## src/rtl/ysyx_22040750_lsu_bus_ctrl_pkg.sv

```systemverilog
// LSU bus controller shared types: FSM states, load funct3 codes, bus response codes.
// No ports; imported by ysyx_22040750_lsu_bus_ctrl and ysyx_22040750_load_ext.
package ysyx_22040750_lsu_bus_ctrl_pkg;

  typedef enum logic [2:0] {
    ST_IDLE,
    ST_WR,
    ST_WB,
    ST_RD,
    ST_RR
  } state_e;

  localparam logic [2:0] LD_LB  = 3'b000;
  localparam logic [2:0] LD_LH  = 3'b001;
  localparam logic [2:0] LD_LW  = 3'b010;
  localparam logic [2:0] LD_LD  = 3'b011;
  localparam logic [2:0] LD_LBU = 3'b100;
  localparam logic [2:0] LD_LHU = 3'b101;
  localparam logic [2:0] LD_LWU = 3'b110;

  localparam logic [1:0] RESP_OKAY = 2'b00;

endpackage

```

## src/rtl/ysyx_22040750_lsu_bus_ctrl_load_ext.sv

```systemverilog
// Load extractor: shifts the 64-bit read beat by the byte offset, then sign/zero-extends.
// Ports: rdata (beat), off (addr[2:0]), ld_type (funct3) -> ld_data.
module ysyx_22040750_load_ext
  import ysyx_22040750_lsu_bus_ctrl_pkg::*;
(
  input  logic [63:0] rdata,
  input  logic [2:0]  off,
  input  logic [2:0]  ld_type,
  output logic [63:0] ld_data
);

  logic [63:0] sh;

  always_comb begin
    sh      = rdata >> {off, 3'b000};
    ld_data = '0;
    unique case (ld_type)
      LD_LB:  ld_data = {{56{sh[7]}}, sh[7:0]};
      LD_LH:  ld_data = {{48{sh[15]}}, sh[15:0]};
      LD_LW:  ld_data = {{32{sh[31]}}, sh[31:0]};
      LD_LD:  ld_data = sh;
      LD_LBU: ld_data = {56'd0, sh[7:0]};
      LD_LHU: ld_data = {48'd0, sh[15:0]};
      LD_LWU: ld_data = {32'd0, sh[31:0]};
      default: ld_data = '0;
    endcase
  end

endmodule

```

## src/rtl/ysyx_22040750_lsu_bus_ctrl.sv

```systemverilog
// MEM-stage load/store controller: one single-beat AXI4-Lite-style access per request,
// ports: MEM req/done/stall, AW/W/B/AR/R channels. Option: YSYX_22040750_LSU_MISALIGN_CHK_EN.
module ysyx_22040750_lsu_bus_ctrl
  import ysyx_22040750_lsu_bus_ctrl_pkg::*;
#(
  parameter int ADDR_W = 64,
  parameter int DATA_W = 64
) (
  input  logic              I_sys_clk,
  input  logic              I_rst,
  input  logic              I_req_valid,
  output logic              O_req_ready,
  input  logic              I_req_wr,
  input  logic [ADDR_W-1:0] I_addr,
  input  logic [DATA_W-1:0] I_wr_data,
  input  logic [7:0]        I_wr_strb,
  input  logic [2:0]        I_ld_type,
  output logic              O_done,
  output logic [63:0]       O_ld_data,
  output logic              O_bus_err,
  output logic              O_stall,
  output logic              O_awvalid,
  input  logic              I_awready,
  output logic [ADDR_W-1:0] O_awaddr,
  output logic              O_wvalid,
  input  logic              I_wready,
  output logic [DATA_W-1:0] O_wdata,
  output logic [7:0]        O_wstrb,
  input  logic              I_bvalid,
  output logic              O_bready,
  input  logic [1:0]        I_bresp,
  output logic              O_arvalid,
  input  logic              I_arready,
  output logic [ADDR_W-1:0] O_araddr,
  input  logic              I_rvalid,
  output logic              O_rready,
  input  logic [DATA_W-1:0] I_rdata,
  input  logic [1:0]        I_rresp
);

  state_e state_q, state_d;

  logic [ADDR_W-1:3] addr_q;
  logic [2:0]        off_q;
  logic [2:0]        ld_type_q;
  logic [DATA_W-1:0] wdata_q;
  logic [7:0]        wstrb_q;
  logic              awvalid_q, wvalid_q, arvalid_q;
  logic              done_q, err_q;
  logic [63:0]       ld_data_q;
  logic [63:0]       ext;

  logic idle, accept, mis;
  logic aw_hs, w_hs, aw_ok, w_ok, b_hs, r_hs;

  assign idle   = state_q == ST_IDLE;
  // The done cycle is also IDLE; blocking accept there keeps ops one apart.
  assign O_req_ready = idle & ~done_q;
  assign accept = I_req_valid & O_req_ready;

  assign aw_hs = awvalid_q & I_awready;
  assign w_hs  = wvalid_q & I_wready;
  // A channel is finished if it handshakes now or already did.
  assign aw_ok = aw_hs | ~awvalid_q;
  assign w_ok  = w_hs | ~wvalid_q;
  assign b_hs  = (state_q == ST_WB) & I_bvalid;
  assign r_hs  = (state_q == ST_RR) & I_rvalid;

`ifdef YSYX_22040750_LSU_MISALIGN_CHK_EN
  always_comb begin
    mis = 1'b0;
    if (|I_wr_strb[7:4])      mis = |I_addr[2:0];
    else if (|I_wr_strb[3:2]) mis = |I_addr[1:0];
    else if (I_wr_strb[1])    mis = I_addr[0];
  end
`else
  assign mis = 1'b0;
`endif

  always_comb begin
    state_d = state_q;
    unique case (state_q)
      ST_IDLE: if (accept && !mis) state_d = I_req_wr ? ST_WR : ST_RD;
      ST_WR:   if (aw_ok && w_ok) state_d = ST_WB;
      ST_WB:   if (I_bvalid) state_d = ST_IDLE;
      ST_RD:   if (I_arready) state_d = ST_RR;
      ST_RR:   if (I_rvalid) state_d = ST_IDLE;
      default: state_d = ST_IDLE;
    endcase
  end

  ysyx_22040750_load_ext u_load_ext (
    .rdata   (I_rdata[63:0]),
    .off     (off_q),
    .ld_type (ld_type_q),
    .ld_data (ext)
  );

  always_ff @(posedge I_sys_clk) begin
    if (I_rst) begin
      state_q   <= ST_IDLE;
      addr_q    <= '0;
      off_q     <= '0;
      ld_type_q <= '0;
      wdata_q   <= '0;
      wstrb_q   <= '0;
      awvalid_q <= 1'b0;
      wvalid_q  <= 1'b0;
      arvalid_q <= 1'b0;
      done_q    <= 1'b0;
      err_q     <= 1'b0;
      ld_data_q <= '0;
    end else begin
      state_q <= state_d;
      done_q  <= 1'b0;
      err_q   <= 1'b0;
      if (accept) begin
        addr_q    <= I_addr[ADDR_W-1:3];
        off_q     <= I_addr[2:0];
        ld_type_q <= I_ld_type;
        wdata_q   <= I_wr_data;
        wstrb_q   <= I_wr_strb << I_addr[2:0];
        awvalid_q <= I_req_wr & ~mis;
        wvalid_q  <= I_req_wr & ~mis;
        arvalid_q <= ~I_req_wr & ~mis;
        if (mis) begin
          done_q    <= 1'b1;
          err_q     <= 1'b1;
          ld_data_q <= '0;
        end
      end
      if (aw_hs) awvalid_q <= 1'b0;
      if (w_hs)  wvalid_q  <= 1'b0;
      if (arvalid_q && I_arready) arvalid_q <= 1'b0;
      if (b_hs) begin
        done_q <= 1'b1;
        err_q  <= I_bresp != RESP_OKAY;
      end
      if (r_hs) begin
        done_q    <= 1'b1;
        err_q     <= I_rresp != RESP_OKAY;
        ld_data_q <= ext;
      end
    end
  end

  assign O_done    = done_q;
  assign O_bus_err = err_q;
  assign O_ld_data = ld_data_q;
  assign O_awvalid = awvalid_q;
  assign O_wvalid  = wvalid_q;
  assign O_arvalid = arvalid_q;
  assign O_awaddr  = {addr_q, 3'b000};
  assign O_araddr  = {addr_q, 3'b000};
  assign O_wdata   = wdata_q;
  assign O_wstrb   = wstrb_q;
  assign O_bready  = state_q == ST_WB;
  assign O_rready  = state_q == ST_RR;
  assign O_stall   = (I_req_valid & ~O_req_ready) | accept | ~idle;

endmodule

```

## config.mk

```make
export PLATFORM = sky130hd
export DESIGN_NAME = ysyx_22040750_lsu_bus_ctrl
export DESIGN_NICKNAME = d
export VERILOG_FILES = /design/src/rtl/ysyx_22040750_lsu_bus_ctrl_pkg.sv /design/src/rtl/ysyx_22040750_lsu_bus_ctrl_load_ext.sv /design/src/rtl/ysyx_22040750_lsu_bus_ctrl.sv
export SDC_FILE = /design/constraint.sdc
export NUM_CORES = 1
export LEC_CHECK = 0
export BUFFER_PORTS_ARGS = -buffer_cell sky130_fd_sc_hd__buf_2
export CAP_MARGIN = 25
export CORE_AREA = 2 2 190 192
export CTS_BUF_LIST = sky130_fd_sc_hd__clkbuf_2
export DETAILED_ROUTE_END_ITERATION = 6
export DIE_AREA = 0 0 192 194
export PLACE_DENSITY = 0.62
export SYNTH_ARGS = -nofsm -noshare
export SYNTH_HDL_FRONTEND = slang
export SYNTH_HIERARCHICAL = 1
export SYNTH_SLANG_ARGS = --single-unit
```

## constraint.sdc

```tcl
create_clock -name I_sys_clk -period 2.15 [get_ports I_sys_clk]
set_clock_uncertainty 0.15 [all_clocks]
set_input_delay 0.215 -clock I_sys_clk [delete_from_list [all_inputs] [get_ports I_sys_clk]]
set_output_delay 0.215 -clock I_sys_clk [all_outputs]
set_load 0.02 [all_outputs]
```

## Word-level counts from Yosys, hierarchy flattened

Cells that the tools add are included.

| storage, ports and cells | value |
|---|---|
| bits in registers | 211 |
| output and inout bits | 273 |
| word-level logic and storage cells | 68 |

| operators by class | value |
|---|---|
| shift operators | 2 |
| equal/unequal tests | 15 |
| bitwise operators | 17 |
| muxes and demuxes | 12 |
| reduce and logical (&&, ||, !) cells | 10 |

Operators by type and width:

| operator | number |
|---|---|
| $pmux W64 S7 | 1 |
| $shr A64 B6 Y64 | 1 |
| $mux W3 | 5 |
| $pmux W3 S5 | 1 |
| $eq A3 B2 Y1 const B | 4 |
| $eq A3 B3 Y1 const B | 4 |
| $ne A2 B2 Y1 const B | 4 |
| $shl A8 B3 Y8 | 1 |
| $and A1 B1 Y1 | 7 |
| $eq A3 B1 Y1 const B | 2 |
| $logic_not A3 Y1 | 2 |
| $not A1 Y1 | 6 |
| $reduce_or A2 Y1 | 3 |
| $reduce_and A5 Y1 | 1 |
| $mux W1 | 4 |
| $or A1 B1 Y1 | 4 |
| $reduce_bool A2 Y1 | 2 |
| $logic_and A1 B1 Y1 | 2 |
| $mux W2 | 1 |
| $ne A2 B1 Y1 const B | 1 |

## Longest topological paths before layout

Gate-level depths: netlist of run 1.

| depth | value |
|---|---|
| depth after elaboration | 6 |
| gate-level depth with buffers | 10 |

## Hierarchy

The synthesis of run 1 kept the hierarchy.

Modules (own cells, without submodules):

| module | cells an instance | area each (µm²) | times used |
|---|---|---|---|
| ysyx_22040750_lsu_bus_ctrl | 1020 | 8091.5 | 1 |
| ysyx_22040750_load_ext | 289 | 2533.7 | 1 |

## Least setup slack after synthesis of run 1

OpenSTA, ideal clock, no wires.

| timing path | value |
|---|---|
| kind | flip-flop to flip-flop |
| from | register off_q[0] |
| to | register ld_data_q[1], in the netlist O_ld_data[1] |
| clock period less this slack | 1.814 ns |
| required time | 1.868 ns |
| slack | 0.336 ns |
| data arrival time | 1.531 ns |
| path buffers | 2 |
| stages on the path, launching flop included | 9 |
| cell sequence | dfxtp_1 buf_6 buf_6 mux2_4 mux2_2 mux2i_1 nor2_1 nand2_1 a21oi_1 |

| between the ends | value |
|---|---|
| word-level cells in the longest chain between the ends | 2 |

RTL lines:

| element | RTL line | source |
|---|---|---|
| from (decl) | ysyx_22040750_lsu_bus_ctrl.sv:44 | `logic [2:0] off_q;` |
| from (signal assigned) | ysyx_22040750_lsu_bus_ctrl.sv:119 | `off_q <= I_addr[2:0];` |
| $shr A64 B6 Y64 | ysyx_22040750_lsu_bus_ctrl_load_ext.sv:15 | `sh = rdata >> {off, 3'b000};` |
| $pmux W64 S7 | ysyx_22040750_lsu_bus_ctrl_load_ext.sv:17 | `unique case (ld_type)` |
| named net ext[1] | ysyx_22040750_lsu_bus_ctrl.sv:51 | `logic [63:0] ext;` |
| to (signal assigned) | ysyx_22040750_lsu_bus_ctrl.sv:142 | `ld_data_q <= ext;` |
| to (decl) | ysyx_22040750_lsu_bus_ctrl.sv:50 | `logic [63:0] ld_data_q;` |

The timed path passes the listed nets, and every way through them passes these cells.
A chain may end at the register's enable or synchronous reset.

## Worst setup path after layout of run 1

| timing path | value |
|---|---|
| from | register state_q[1] |
| to | output O_req_ready |

| between the ends | value |
|---|---|
| word-level cells in the longest chain between the ends | 2 |

RTL lines:

| element | RTL line | source |
|---|---|---|
| from (decl) | ysyx_22040750_lsu_bus_ctrl.sv:41 | `state_e state_q, state_d;` |
| from (signal assigned) | ysyx_22040750_lsu_bus_ctrl.sv:114 | `state_q <= state_d;` |
| $logic_not A3 Y1 | ysyx_22040750_lsu_bus_ctrl.sv:56 | `assign idle = state_q == ST_IDLE;` |
| $and A1 B1 Y1 | ysyx_22040750_lsu_bus_ctrl.sv:58 | `assign O_req_ready = idle & ~done_q;` |
| to (decl) | ysyx_22040750_lsu_bus_ctrl.sv:12 | `output logic O_req_ready,` |

Every way passes these cells.

==> out/qor.csv, run 1 <==
metric,value,unit
status,"complete, but fails checks",
violations,setup timing,
p_leak,8.18,nW
final_cell_mix,"477 x buf_2, 434 x nand2_1, 373 x dlygate4sd3_1",
critPathArrivalTime,1.87,ns
grt-ovfl-total,0,
pwr-share-comb,36.8,%
ys_top_cells_by_area,"dfxtp_1 40%, nand2_1 15%, a21oi_1 9.6%",
cp-end-kind,output pin,
p_sw,4.43,mW
synth_edf_count,0,
die_area,0.0372,sq mm
finalSetupViolCount,3,
final_antenna_net_count,0,
critPathMaxFanout,6,
cts_tree,built,
htreeDepth,2,
p_seq_share,37.7,%
drc,0,
wire_per_inst,18.5,microns
first_pass_iters,5,
critical_path_class,register to output pin,
area_delta_synth_final,69.3,%
clkSinkCount,211,
maxSlewViolCount,0,
nFillCells,3173,
track_usage,24.2,%
power,11.7,mW
synth-seq-cells,211,
path_clk_slew,0.10,ns
grt_max_degree,99,
layout-drive-gt1-share,34.3,%
startpoint_type,register,
yosysWarnings,6,
synth_area_leader_cell,dfxtp_1,
mostFrequentLayoutCell,buf_2,
place_inst,2143,
clkLatencyLatePin,1.05,ns
maxSlewHeadroom,36.8,%
portBuffers,482,
postLayoutCellArea,0.0180,sq mm
drt-total-wl,49100,microns
place.gp.congestion,0.898,
final_cells,2652,
final-seq-area,0.00425,sq mm
vias,13200,
final_util,51.1,%
synthFlopType,dfxtp_1,
finalHoldViolCount,0,
rsz0062_at_grt,yes,
swShare,38.0,%
via_per_inst,4.98,
netlist_area,0.0106,sq mm
cts.path.max_buffers,3,
ys_types,52,
placed_area,0.0132,sq mm
post-route-period-util,104,%
multiInputGateArea,0.00530,sq mm
drtIter0Drc,806,
antenna_found_initial,2,
async_flop_share,0,%
coreArea,0.0352,sq mm
yosysTopAreaCellShare,39.8,%
period_needed,2.24,ns
nets,2363,
fmax,0.447,GHz
synth_cells,1309,
power.internal,7.22,mW
place_hpwl,29300,microns
numCtsBuffers,59,
cts_root_buffer,clkbuf_2,
avgSynthCellArea,8.12,sq um
die_width,192,microns
tightest_slew,0.948,ns
fin_ws,-0.0881,ns
grt_pass1_wl,70600,microns
clkPwrFrac,25.5,%
maxCapViolations,0,
cellPowerDensity,648,mW/mm^2
ys_seq_area_share,39.8,%
grt_pass1_vias,13000,
die_h,194,microns
required,1.78,ns
ioPinCount,489,
peakVddDrop,406,uV
holdCritPathClass,input port to register,
start_util,30.2,%
rows,69,
==> path summary, 6_finish.rpt <==
check / from / to / slack (ns) / cells past startpoint
setup / recovery: state_q[1]$_SDFFE_PP0P_ / O_req_ready / -0.09 / 2
hold / removal: I_rdata[56] / O_ld_data[24]$_SDFFE_PP0P_ / 0.16 / 7
setup reg to reg: off_q[0]$_SDFFE_PP0P_ / O_ld_data[8]$_SDFFE_PP0P_ / 0.04 / 8
hold reg to reg: O_wstrb[3]$_SDFFE_PP0P_ / O_wstrb[3]$_SDFFE_PP0P_ / 0.30 / 2
==> cell usage after synthesis (6+ instances only) <==
cell       count
and2_1         6
o211ai_1       8
dfxtp_1      211
nand3_1       17
nor2_1        21
mux2_2        11
o2bb2ai_1      7
nand4_1       35
nand2_1      437
buf_6         19
o21ai_1        6
a21oi_1      203
buf_4         82
nor2b_1       16
mux4_2        29
mux2_4        12
a22oi_1        9
mux2i_1       38
buf_2         28
o21ai_0       13
clkbuf_1      42
and3_1         8
==> power groups by stage <==
stage	logic, mW	clock network [mW]	registers, mW
final	4.29	2.97	4.40
after global routing	4.54	3.24	4.43
after CTS	3.89	3.03	4.38
after detailed placement	3.29	0	4.47
after global placement	3.26	0	4.45
after floorplan	1.91	0	4.76
==> worst max-delay path, stage by stage, from the launching register on <==
cell     delay, ns
dfxtp_4       0.39
nor4_4        0.28
buf_4         0.20
==> through the flow <==
stage / hold slack (ns) / setup slack, ns / setup TNS, ns
floorplan: 0.163 / 0.336 / 0
global placement: 0.273 / 0.107 / 0
detailed placement: 0.286 / 0.0593 / 0
CTS: 0.00494 / -0.203 / -0.997
global route: 0.0556 / -0.240 / -0.829
finish: 0.155 / -0.0881 / -0.199
==> state kept, by name, summed over array words and instances, names as in the netlist, 3 cells and up <==
register and cells:
O_ld_data 64, O_wdata 64, addr_q 61, O_wstrb 8, ld_type_q 3, off_q 3
state_q 3
==> layout make-up <==
cell class	count	share of cell area [%]
timing repair buffer	949	40.7
multi-input combinational	921	29.5
sequential	211	23.6
tap	461	3.21
clock buffer	84	2.34
clock inverter	19	0.494
inverter	5	0.104
antenna	2	0.0278
==> layer usage <==
metal / global-route usage [%] / wire (microns) / up-vias
met5: 0 / 0 / -
met4: 15.1 / 3130 / 0
met3: 5.92 / 4210 / 180
met2: 42.3 / 24100 / 756
met1: 26.2 / 17600 / 6184
li1: - / - / 6096
==> what timing repair did <==
item	in CTS	in global routing
cloned	0	9
hold buffers	376	0
endpoints found under the hold margin	211	0
buffers inserted	7	13
pin swaps	2	2
resized for setup	21	26
endpoints found under the setup margin	12	83
==> kinds of logic (layout without fill, tap and decap cells) <==
group	count (synthesis)	in the layout	share of synthesized area, %
other cells	1	8	0.0353
buf+inv	182	1057	11.2
simple gates	560	560	22.5
flops	211	211	39.8
mux	91	91	12.7
compound gates	264	264	13.8
Power figures use the tool's default switching activity.
==> run 2: changes to the inputs <==
RECOVER_POWER = 25   (was unset)
==> run 2 against run 1 <==
Against the previous run:
- the flow still finishes with violations (setup timing)
- clock power barely moved
- highest routed layer unchanged
- total power shrank 0.17%
- flip-flop and latch count unchanged
- critical path depth rose by 4
- via count hardly changed
- die area stayed put
- utilization down 0.12 points
- register-to-register slack lost 0.04 ns
- worst hold slack worse by 0.0025 ns
- worst setup slack got worse by 0.056 ns
- final area down 0.24%
==> out/qor.csv, run 2 (synthesis results as in run 1) <==
metric,value,unit
status,"complete, but fails checks",
violations,setup timing,
min_to,O_ld_data[24]$_SDFFE_PP0P_,
p_seq_share,37.8,%
final_util,50.9,%
maxSlewViolCount,0,
cp-end-kind,register,
mostFrequentLayoutCell,buf_2,
postLayoutCellArea,0.0179,sq mm
final-seq-area,0.00425,sq mm
layout-drive-gt1-share,34.3,%
antenna_found_initial,2,
drtIter0Drc,764,
finalSetupViolCount,50,
maxSlewHeadroom,37.1,%
grt_pass1_vias,13000,
period_needed,2.29,ns
clkPwrFrac,25.5,%
place.gp.congestion,0.898,
fmax,0.436,GHz
drc,0,
wire_per_inst,18.5,microns
r2r_slack,0,ns
place_ws,0.0593,ns
startpoint_type,input port,
r2r_end,O_awvalid$_SDFFE_PP0P_,
power.internal,7.21,mW
die_area,0.0372,sq mm
critPathMaxFanout,8,
cts.path.max_buffers,3,
tightest_slew,0.943,ns
ioPinCount,489,
p_sw,4.42,mW
maxCapViolations,0,
rows,69,
holdCritPathClass,input port to register,
min_path_cells,7,
drt-total-wl,49100,microns
critPathArrivalTime,2.98,ns
numCtsBuffers,59,
path_clk_slew,0.09,ns
grt_max_degree,99,
post-route-period-util,107,%
p_leak,8.17,nW
finalHoldViolCount,0,
nFillCells,3180,
area_delta_synth_final,68.9,%
final_antenna_net_count,0,
rsz0062_at_grt,yes,
cts_root_buffer,clkbuf_2,
die_h,194,microns
pwr-share-comb,36.7,%
start_util,30.2,%
multiInputGateArea,0.00530,sq mm
coreArea,0.0352,sq mm
required,2.83,ns
placed_area,0.0132,sq mm
grt-ovfl-total,0,
die_width,192,microns
vias,13200,
track_usage,24.2,%
hp-start,I_rdata[56],
first_pass_iters,5,
place_hpwl,29300,microns
cellPowerDensity,648,mW/mm^2
via_per_inst,4.99,
htreeDepth,2,
peakVddDrop,403,uV
final_cell_mix,"477 x buf_2, 434 x nand2_1, 373 x dlygate4sd3_1",
portBuffers,482,
swShare,38.0,%
clkSinkCount,211,
reg2reg_depth,8,
clkLatencyLatePin,1.05,ns
cts_tree,built,
fin_ws,-0.144,ns
critical_path_class,input port to register,
reg2reg_from,state_q[1]$_SDFFE_PP0P_,
nets,2363,
power,11.6,mW
grt_pass1_wl,70600,microns
## run 2: final cells by class
type / instances / share of cell area, %
Clock buffer: 84 / 2.34
Tap cell: 461 / 3.21
Timing Repair Buffer: 949 / 40.6
Inverter: 5 / 0.105
Sequential cell: 211 / 23.7
Multi-Input combinational cell: 921 / 29.5
Antenna cell: 2 / 0.0279
Clock inverter: 19 / 0.495
## run 2: repair_timing
item,4_1_cts,5_1_grt
gates cloned,0,9
setup endpoints to repair,12,83
pin swaps,2,2
buffers inserted,7,13
hold endpoints to repair,211,0
resized for setup,21,26
hold buffers,376,0
## run 2: how the worst max path moves through the flow
stage / end / depth (start not counted) / start
final: O_bus_err$_SDFF_PP0_ / 6 / I_rst
after global routing: O_req_ready / 2 / state_q[1]$_SDFFE_PP0P_
after CTS: O_req_ready / 2 / state_q[1]$_SDFFE_PP0P_
after detailed placement: O_ld_data[11]$_SDFFE_PP0P_ / 9 / off_q[1]$_SDFFE_PP0P_
after global placement: O_ld_data[11]$_SDFFE_PP0P_ / 9 / off_q[1]$_SDFFE_PP0P_
after floorplan: O_ld_data[1]$_SDFFE_PP0P_ / 8 / off_q[0]$_SDFFE_PP0P_
## run 2: metrics by stage
step	std cells	setup TNS (ns)	hold WS, ns
after global placement	2143	0	0.273
final	2652	-2.96	0.153
after floorplan	1314	0	0.163
after detailed placement	2143	0	0.286
after CTS	2629	-0.997	0.00494
after global routing	2652	-6.19	0.0556
## run 2: worst max-delay path: stages
cell and delay, ns:
dlygate4sd3_1 0.52, dlygate4sd3_1 0.55, clkbuf_2 0.39, dlygate4sd3_1 1.02, nor3_2 0.12, o311a_1 0.15
## run 2: layer usage
metal	share of wire, %	up-vias	track usage, %	wire [microns]
li1	-	6097	-	-
met1	36	6207	26.2	17600
met2	49	745	42.3	24200
met3	8.7	175	5.92	4260
met4	6.2	0	15.1	3070
met5	0	-	0	0
## run 2: power groups by stage
stage / Sequential [mW] / Clock, mW / Combinational [mW]
detailed placement: 4.47 / 0 / 3.29
global route: 4.43 / 3.24 / 4.53
finish: 4.40 / 2.96 / 4.27
global placement: 4.45 / 0 / 3.26
CTS: 4.38 / 3.03 / 3.89
floorplan: 4.76 / 0 / 1.91
